[config.mk]
export PLATFORM = sky130hd
export DESIGN_NAME = ldu_addr_pipe
export DESIGN_NICKNAME = d
export VERILOG_FILES = /design/src/rtl/ldu_addr_pipe.sv
export SDC_FILE = /design/constraint.sdc
export NUM_CORES = 1
export LEC_CHECK = 0
export BUFFER_PORTS_ARGS = -buffer_cell sky130_fd_sc_hd__buf_2
export CAP_MARGIN = 20
export CORE_AREA = 5 5 175 177
export CTS_BUF_LIST = sky130_fd_sc_hd__clkbuf_2
export DETAILED_ROUTE_END_ITERATION = 10
export DIE_AREA = 0 0 180 182
export PLACE_DENSITY = 0.62
export SYNTH_ARGS = -nofsm -noshare
export SYNTH_HDL_FRONTEND = slang
export SYNTH_SLANG_ARGS = --single-unit
[constraint.sdc]
create_clock -name CLK -period 4.93 [get_ports CLK]
set_clock_uncertainty 0.2 [all_clocks]
set_input_delay 0.7395 -clock CLK [delete_from_list [all_inputs] [get_ports CLK]]
set_output_delay 0.7395 -clock CLK [all_outputs]
set_load 0.01 [all_outputs]
[src/rtl/ldu_addr_pipe.sv]
// Load-unit address pipe: operand collect (OC) then address calc (AC).
// Takes issue from the LDU IQ and emits VA requests to dTLB/dcache.
package core_types_pkg;
  localparam int PRF_BANK_COUNT = 4;
  localparam int LOG_PRF_BANK_COUNT = 2;
  localparam int LOG_LDU_CQ_ENTRIES = 4;

  typedef struct packed {
    logic [3:0]                    op;
    logic [11:0]                   imm12;
    logic [LOG_LDU_CQ_ENTRIES-1:0] cq_index;
  } oc_t;

  typedef struct packed {
    logic [3:0]                    op;
    logic [31:0]                   va;
    logic                          misaligned;
    logic [LOG_LDU_CQ_ENTRIES-1:0] cq_index;
  } ac_t;
endpackage

module ldu_addr_pipe
  import core_types_pkg::*;
#(
  parameter int FAST_FORWARD_PIPE_COUNT = 4,
  parameter int LOG_FAST_FORWARD_PIPE_COUNT = $clog2(FAST_FORWARD_PIPE_COUNT)
) (
  input  logic                                   CLK,
  input  logic                                   nRST,
  input  logic                                   issue_valid,
  input  logic [3:0]                             issue_op,
  input  logic [11:0]                            issue_imm12,
  input  logic                                   issue_A_is_reg,
  input  logic                                   issue_A_is_bus_forward,
  input  logic                                   issue_A_is_fast_forward,
  input  logic [LOG_FAST_FORWARD_PIPE_COUNT-1:0] issue_A_fast_forward_pipe,
  input  logic [LOG_PRF_BANK_COUNT-1:0]          issue_A_bank,
  input  logic [LOG_LDU_CQ_ENTRIES-1:0]          issue_cq_index,
  output logic                                   issue_ready,
  input  logic [PRF_BANK_COUNT-1:0]              A_reg_read_ack_by_bank,
  input  logic [PRF_BANK_COUNT-1:0][31:0]        A_reg_read_data_by_bank,
  input  logic [PRF_BANK_COUNT-1:0][31:0]        WB_bus_data_by_bank,
  input  logic [FAST_FORWARD_PIPE_COUNT-1:0][31:0] fast_forward_data_by_pipe,
  output logic                                   ldu_req_valid,
  output logic [3:0]                             ldu_req_op,
  output logic [31:0]                            ldu_req_VA,
  output logic                                   ldu_req_misaligned,
  output logic [LOG_LDU_CQ_ENTRIES-1:0]          ldu_req_cq_index,
  input  logic                                   ldu_req_ready
);

  oc_t                                   oc;
  logic                                  oc_valid;
  logic                                  oc_first;
  logic                                  oc_is_reg;
  logic                                  oc_is_bus;
  logic                                  oc_is_fast;
  logic [LOG_FAST_FORWARD_PIPE_COUNT-1:0] oc_pipe;
  logic [LOG_PRF_BANK_COUNT-1:0]         oc_bank;
  logic                                  oc_a_have;
  logic [31:0]                           oc_a_saved;

  ac_t  ac;
  logic ac_valid;

  logic        a_avail;
  logic [31:0] a_live;
  logic [31:0] va;
  logic        misaligned;
  logic        oc_advance;
  logic        issue_fire;

  // Forwarded operands are only live in the first OC cycle.
  always_comb begin
    a_avail = 1'b0;
    a_live  = '0;
    if (oc_a_have) begin
      a_avail = 1'b1;
      a_live  = oc_a_saved;
    end else begin
      priority case (1'b1)
        oc_is_reg: begin
          a_avail = A_reg_read_ack_by_bank[oc_bank];
          a_live  = A_reg_read_data_by_bank[oc_bank];
        end
        oc_is_bus: begin
          a_avail = oc_first;
          a_live  = WB_bus_data_by_bank[oc_bank];
        end
        oc_is_fast: begin
          a_avail = oc_first;
          a_live  = fast_forward_data_by_pipe[oc_pipe];
        end
        default: begin
          a_avail = 1'b1;
          a_live  = '0;
        end
      endcase
    end
  end

  always_comb begin
    va = a_live + {{20{oc.imm12[11]}}, oc.imm12};
    misaligned = 1'b0;
    unique case (oc.op[1:0])
      2'b01:   misaligned = va[0];
      2'b10:   misaligned = |va[1:0];
      default: misaligned = 1'b0;
    endcase
  end

  assign oc_advance  = oc_valid & a_avail & (~ac_valid | ldu_req_ready);
  assign issue_ready = ~oc_valid | oc_advance;
  assign issue_fire  = issue_valid & issue_ready;

  always_ff @(posedge CLK or negedge nRST) begin
    if (!nRST) begin
      oc_valid   <= 1'b0;
      oc_first   <= 1'b0;
      oc         <= '0;
      oc_is_reg  <= 1'b0;
      oc_is_bus  <= 1'b0;
      oc_is_fast <= 1'b0;
      oc_pipe    <= '0;
      oc_bank    <= '0;
      oc_a_have  <= 1'b0;
      oc_a_saved <= '0;
    end else begin
      oc_first <= 1'b0;
      if (issue_fire) begin
        oc_valid   <= 1'b1;
        oc_first   <= 1'b1;
        oc_a_have  <= 1'b0;
        oc         <= '{op: issue_op,
                        imm12: issue_imm12,
                        cq_index: issue_cq_index};
        oc_is_reg  <= issue_A_is_reg;
        oc_is_bus  <= issue_A_is_bus_forward;
        oc_is_fast <= issue_A_is_fast_forward;
        oc_pipe    <= issue_A_fast_forward_pipe;
        oc_bank    <= issue_A_bank;
      end else if (oc_advance) begin
        oc_valid  <= 1'b0;
        oc_a_have <= 1'b0;
      end else if (oc_valid & a_avail & ~oc_a_have) begin
        oc_a_have  <= 1'b1;
        oc_a_saved <= a_live;
      end
    end
  end

  always_ff @(posedge CLK or negedge nRST) begin
    if (!nRST) begin
      ac_valid <= 1'b0;
      ac       <= '0;
    end else if (oc_advance) begin
      ac_valid <= 1'b1;
      ac       <= '{op: oc.op,
                    va: va,
                    misaligned: misaligned,
                    cq_index: oc.cq_index};
    end else if (ldu_req_ready) begin
      ac_valid <= 1'b0;
    end
  end

  assign ldu_req_valid      = ac_valid;
  assign ldu_req_op         = ac.op;
  assign ldu_req_VA         = ac.va;
  assign ldu_req_misaligned = ac.misaligned;
  assign ldu_req_cq_index   = ac.cq_index;

endmodule

==> impl_results.md, run 1 <==
- Status: complete, no violations
- Largest net degree at the start of global routing: 74
- Leakage Power: around 5.6 nW
- Peak VDD IR: around 270 uV
- Post-route cell area: around 12000 um2
- Max-slew violation count: 0
- Worst Hold Path EP: oc_valid$_DFFE_PN0N_
- Net count after synthesis: ~1.3k
- Commonest cells after routing, fill and taps aside: 460 x buf_2, 110 x nand2_1, 98 x dfrtp_1, 97 x mux4_2, 96 x o21ai_0
- Highest clock rate: ~210 MHz
- Starting density of the core: 30.2%
- Critical path launch point type: flop
- Die Ht: between 150 and 200 um
- # IOs: ~460
- Share of cells above drive strength 1: 51.2%
- Final HPWL DP: between 20000 and 30000 um
- Worst EP required: 5.27 ns
- Mapped cell area: slightly below 9000 um2
- Max_cap viols: 0
- Clock root buffer: clkbuf_2
- Vias in the first global route: ~9.1k
- Nets: about 1.8k
- Worst Hold Depth: 2
- Pint: 4.78 mW
- Period minus WS final: about 4.7 ns
- IO buf count: approximately 460
- Commonest non-fill, non-tap cell in the layout: buf_2
- Worst min path class: in -> reg
- Wirelength per Cell: 20.6 um
- Core area: around 29000 um2
- Arr. time, crit path: between 5 and 6 ns
- 1st-iter DRT viols: approximately 580
- Flop pwr share: between 10% and 20%
- Avg Inst Size Synth: between 10 and 15 um2
- Clk pwr share: 5.4%
- CTS tree: built
- CTS clk-pin slew, worst paths: 0.31 ns
- CTS H-tree depth: 3
- Comb pwr share: between 70 and 80%
- Hold path startpoint: issue_valid
- # setup viols final: 0
- R2r setup slk: 0.22 ns
- Final ANT Viol Nets: 0
- Register area share after synthesis: between 20% and 30%
- DRC violations left: 0
- Grt ovf: 0
- Die ar.: 32800 um2
- Final core occ: 40.9%
- Kind of critical path: reg -> reg
- Post-Synthesis Cells: 850
- Total track usage: 20.2%
- Reg2Reg Depth: 15
- Final hold violation count: 0
- First-pass GRT wire length: about 52000 um
- Via count: 8872
- Area Growth Syn to Fin: 35.8%
- Ys async rst share: between 90% and 100%
- RePlAce Congestion: a little under 1
- Vias per inst: approximately 5.2
- Post-synth EDFFs: 0
- Crit-path max FO: 10
- Initial antenna violation count: 3
- # fillers: a little under 3k
- Worst rel slew slack: 36.1%
- Sw Pwr: roughly 4.7 mW
- Warnings from Yosys: 0
- Yosys reg bits: between 100 and 150
- CTS Buffer Depth: 2
- Worst flop-to-flop path startpoint: oc_bank[0]$_DFFE_PN0P_
- TNS Setup: 0 ns
- CTS sink count: about 100
- RR Endpoint: ldu_req_VA[28]$_DFFE_PN0P_
- CTS Buf Count: 9
- Row cnt: between 60 and 70
- Element type at the critical path end: flop
- DRT Pass-1 Iters: 5
- Sw Share: 49.5%
- Worst Tran Pin Value: around 0.96 ns
- Drt total wl: about 35000 um
- Chip width: around 180 um
- Pwr/cell area: just under 800 nW/um2
- Placed inst area: 11500 um2
- Clock latency at the later pin of the worst-skew pair: ~0.65 ns
- Pwr Total: ~9.5 mW
- Synth cell types: 56
- Crit share post-route: approximately 96%
- Dominant synthesized flop cell: dfrtp_1
## cell usage after synthesis, types with 5 or more instances
cell type / count / area [um2]
mux2_4: 19 / 285
nand2b_1: 6 / 37.5
nor2_1: 47 / 176
nand3_1: 14 / 70.1
a21oi_1: 64 / 320
nor3_1: 7 / 35.0
o21a_1: 7 / 52.6
nor2b_1: 6 / 37.5
xnor2_1: 9 / 78.8
nand4_1: 8 / 50.1
ha_1: 33 / 413
mux2_2: 17 / 191
dfrtp_1: 104 / 2600
o21ai_0: 96 / 480
or3_1: 7 / 43.8
clkbuf_1: 48 / 180
a22oi_1: 31 / 233
and2_1: 6 / 37.5
a211oi_1: 5 / 37.5
o31ai_1: 6 / 45.0
nand2_1: 110 / 413
buf_1: 5 / 18.8
and3_1: 5 / 31.3
mux4_2: 97 / 2180
a21o_1: 18 / 135
buf_2: 12 / 60.1
inv_1: 7 / 26.3
xor2_1: 12 / 105
## how the worst max path moves through the flow
stage,start,to,cells after the start
after global placement,WB_bus_data_by_bank[102],ldu_req_VA[30]$_DFFE_PN0P_,15
after detailed placement,WB_bus_data_by_bank[0],ldu_req_VA[24]$_DFFE_PN0P_,16
after floorplan,oc_bank[1]$_DFFE_PN0P_,ldu_req_VA[24]$_DFFE_PN0P_,16
after CTS,oc_bank[0]$_DFFE_PN0P_,ldu_req_VA[28]$_DFFE_PN0P_,13
after global routing,oc_bank[0]$_DFFE_PN0P_,ldu_req_VA[28]$_DFFE_PN0P_,15
final,oc_bank[0]$_DFFE_PN0P_,ldu_req_VA[28]$_DFFE_PN0P_,15
## timing repair
action                                 CTS  global route
resized for setup                        0             3
buffers inserted                         0            17
hold buffers                             1             8
setup endpoints to repair                0             8
endpoints found under the hold margin   50             8
## cells by family (layout without fill, tap and decap cells)
group,Yosys count,in the layout,synth area share (%)
XOR/XNOR,21,21,2.10
other,0,3,0
multiplexers,135,135,30.6
buffers and inverters,76,537,3.72
adder cells (fa/ha/maj),34,34,4.94
AO/OA/AOI/OAI,253,253,17.4
AND/OR/NAND/NOR,227,227,11.6
flip-flops,104,104,29.7
## power by group through the flow
stage	sequential, mW	combinational [mW]	clock [mW]
2_1_floorplan	1.60	5.25	0
3_3_place_gp	1.74	6.99	0
3_5_place_dp	1.76	7.08	0
4_1_cts	1.74	7.10	0.533
5_1_grt	1.75	8.02	0.565
6_report	1.69	7.27	0.511
## layer usage
metal | vias to the layer above | routed length, um | GRT usage (%)
met2 | 340 | 16800 | 32.9
li1 | 4185 | - | -
met3 | 25 | 2370 | 4.71
met4 | 2 | 365 | 3.44
met5 | - | 7 | 0
met1 | 4320 | 15500 | 28.1
## worst max-delay path: stages (launching register included)
cell and delay, ns:
dfrtp_4 0.62, clkbuf_4 0.26, buf_4 0.13, mux4_2 0.49, a22oi_1 0.20, nor2_1 0.06
a21oi_1 0.28, o21ai_0 0.23, ha_1 0.44, a2111oi_0 0.09, or3b_1 0.45, a21oi_4 0.25
a21oi_1 0.16, nor4b_1 0.44, nor3_1 0.09, o31ai_1 0.23
## through the flow
stage	worst slack (ns)	hold slack [ns]	instances
final	0.215	0.0829	1704
after floorplan	0.576	0.244	850
after global routing	-0.00696	0.00638	1703
after detailed placement	0.122	0.264	1659
after global placement	0.158	0.260	1659
after CTS	0.0863	0.0132	1676
## final cells by class
| type | count | area (um2) | area share (%) |
|---|---|---|---|
| repair buffers | 514 | 2760 | 23.1 |
| clock buffers | 9 | 45.0 | 0.378 |
| clock inverters | 7 | 114 | 0.956 |
| diodes | 3 | 7.51 | 0.0630 |
| inverters | 7 | 26.3 | 0.221 |
| flip-flops and latches | 104 | 2620 | 22.0 |
| well taps | 390 | 488 | 4.10 |
| multi-input cells | 670 | 5860 | 49.2 |
No activity file was read; power rests on OpenSTA's default activity.
==> run 2: changes to the inputs <==
PLACE_DENSITY = 0.58   (was 0.62)
==> run 2 against run 1 <==
Compared with the run above: first-iteration DRC count shrank 21%; non-clock buffer count fell by 6; critical path depth rose by 1; die area unchanged; count of clock-buffer cells in the layout unchanged; maximum frequency up 1.4%; design area is 0.27% lower; largest cell class unchanged.
==> impl_results.md, run 2 (synthesized netlist as in run 1, its figures left out) <==
- Commonest non-fill, non-tap cell in the layout: buf_2
- Final core occ: about two fifths
- Die Ht: about 180 um
- Final ANT Viol Nets: 0
- Non-Filler Instances: between 1.5k and 2k
- # setup viols final: 0
- CTS Buf Count: 9
- IO buf count: roughly 460
- Die ar.: around 33000 um2
- Area Growth Syn to Fin: 35.4%
- 1st-iter DRT viols: about 460
- Vias per inst: ~5
- Comb pwr share: between 70 and 80%
- RePlAce Congestion: about 0.92
- Clk pwr share: 4.3%
- CTS sink count: ~100
- Element type at the critical path end: flop
- Vias in the first global route: 8696
- Critical path launch point type: flop
- Clock root buffer: clkbuf_2
- # fillers: 2965
- DRT Pass-1 Iters: 5
- Kind of critical path: reg -> reg
- Flop pwr share: around a fifth
- CTS H-tree depth: 3
- Clock latency at the later pin of the worst-skew pair: 0.66 ns
- Nets: approximately 1.8k
- Largest net degree at the start of global routing: 74
- Final hold violation count: 0
- Arr. time, crit path: between 4 and 5 ns
- Max-slew violation count: 0
- Pwr/cell area: a little under 800 nW/um2
- Placed inst area: roughly 11000 um2
- Grt ovf: 0
- Leakage Power: approximately 5.6 nW
- Wirelength per Cell: 20.9 um
- Sw Pwr: ~4.6 mW
- Chip width: 180 um
- Period minus WS final: about 4.7 ns
- Row cnt: 63
- Starting density of the core: between 30 and 40%
- DRC violations left: 0
- CTS tree: built
- Worst EP required: 5.26 ns
- Worst Tran Pin Value: 0.946 ns
- Initial antenna violation count: 2
- Total track usage: around a fifth
- Crit-path max FO: 10
- Core area: 29100 um2
- Worst min path class: in -> reg
- CTS clk-pin slew, worst paths: between 0.3 and 0.4 ns
- Final WS setup: about 0.28 ns
- CTS Buffer Depth: 2
- Max_cap viols: 0
- Pwr Total: between 9 and 10 mW
- Pre-CTS setup slack: approximately 0.13 ns
- Worst rel slew slack: 36.9%
- Post-route cell area: around 12000 um2
- Commonest cells after routing, fill and taps aside: 460 x buf_2, 110 x nand2_1, 98 x dfrtp_1, 97 x mux4_2, 96 x o21ai_0
- Crit share post-route: between 90% and 100%
- Pint: approximately 4.6 mW
- Status: complete, no violations
- First-pass GRT wire length: roughly 52000 um
- Highest clock rate: roughly 210 MHz
- Cells after DPL: 1650
- Sw Share: about half
- Final HPWL DP: between 20000 and 30000 um
- Via count: ~8.7k
- Drt total wl: 35500 um
- Peak VDD IR: approximately 430 uV
- Share of cells above drive strength 1: between 50% and 60%
- # IOs: ~460
-- run 2: worst paths after layout --
check                                               start                          to  slack [ns]  cells after the start
worst max-delay path               oc_bank[0]$_DFFE_PN0P_  ldu_req_VA[24]$_DFFE_PN0P_        0.28                     16
worst min-delay path                    issue_cq_index[1]           oc[1]$_DFFE_PN0P_        0.08                      2
worst max register to register     oc_bank[0]$_DFFE_PN0P_  ldu_req_VA[24]$_DFFE_PN0P_        0.28                     16
worst min register to register  ldu_req_op[0]$_DFFE_PN0P_   ldu_req_op[0]$_DFFE_PN0P_        0.31                      2
max in group asynchronous                            nRST  ldu_req_VA[15]$_DFFE_PN0P_        3.28                      4
min in group asynchronous                            nRST          oc[16]$_DFFE_PN0P_        0.18                      2
-- run 2: cell type report --
type	count	area, um2	area share, %
multi-input cells	670	5870	49.5
clock buffers	9	45.0	0.379
clock inverters	7	52.6	0.442
well taps	390	488	4.11
flip-flops and latches	104	2620	22.0
inverters	7	26.3	0.221
repair buffers	508	2770	23.3
diodes	2	5.00	0.0421
-- run 2: power groups by stage --
stage | clock network, mW | logic (mW) | registers (mW)
2_1_floorplan | 0 | 5.25 | 1.60
3_3_place_gp | 0 | 6.97 | 1.76
3_5_place_dp | 0 | 7.04 | 1.77
4_1_cts | 0.413 | 7.07 | 1.75
5_1_grt | 0.450 | 7.95 | 1.80
6_report | 0.394 | 7.16 | 1.73
-- run 2: critical path, cell delays in order (launching register included) --
cell and delay, ns:
dfrtp_4 0.60, buf_12 0.13, mux4_2 0.50, a22oi_2 0.31, nor2_1 0.07, a21oi_1 0.19, o21ai_0 0.14, ha_1 0.27
fa_1 0.45, a211oi_1 0.32, o21ai_1 0.11, or3b_1 0.24, a21oi_4 0.10, a311oi_1 0.33, nor2b_1 0.21, mux2i_1 0.20
o311ai_0 0.14
-- run 2: repair_timing --
| item | 4_1_cts | 5_1_grt |
|---|---|---|
| setup endpoints to repair | 0 | 12 |
| setup buffers | 0 | 14 |
| gates resized for setup | 0 | 7 |
| hold endpoints to repair | 38 | 13 |
| hold buffers | 1 | 13 |
-- run 2: through the flow --
stage,hold slack (ns),TNS (ns)
after floorplan,0.244,0
after global placement,0.260,0
after detailed placement,0.266,0
final,0.0837,0
after CTS,0.00766,0
after global routing,0.00295,-0.00514
-- run 2: routing by layer --
| metal | wire [um] | up-vias | GRT usage (%) |
|---|---|---|---|
| li1 | - | 4156 | - |
| met1 | 15900 | 4160 | 28.8 |
| met3 | 2000 | 24 | 3.99 |
| met4 | 414 | 0 | 3.93 |
| met5 | 0 | - | 0 |
| met2 | 17200 | 323 | 33.1 |
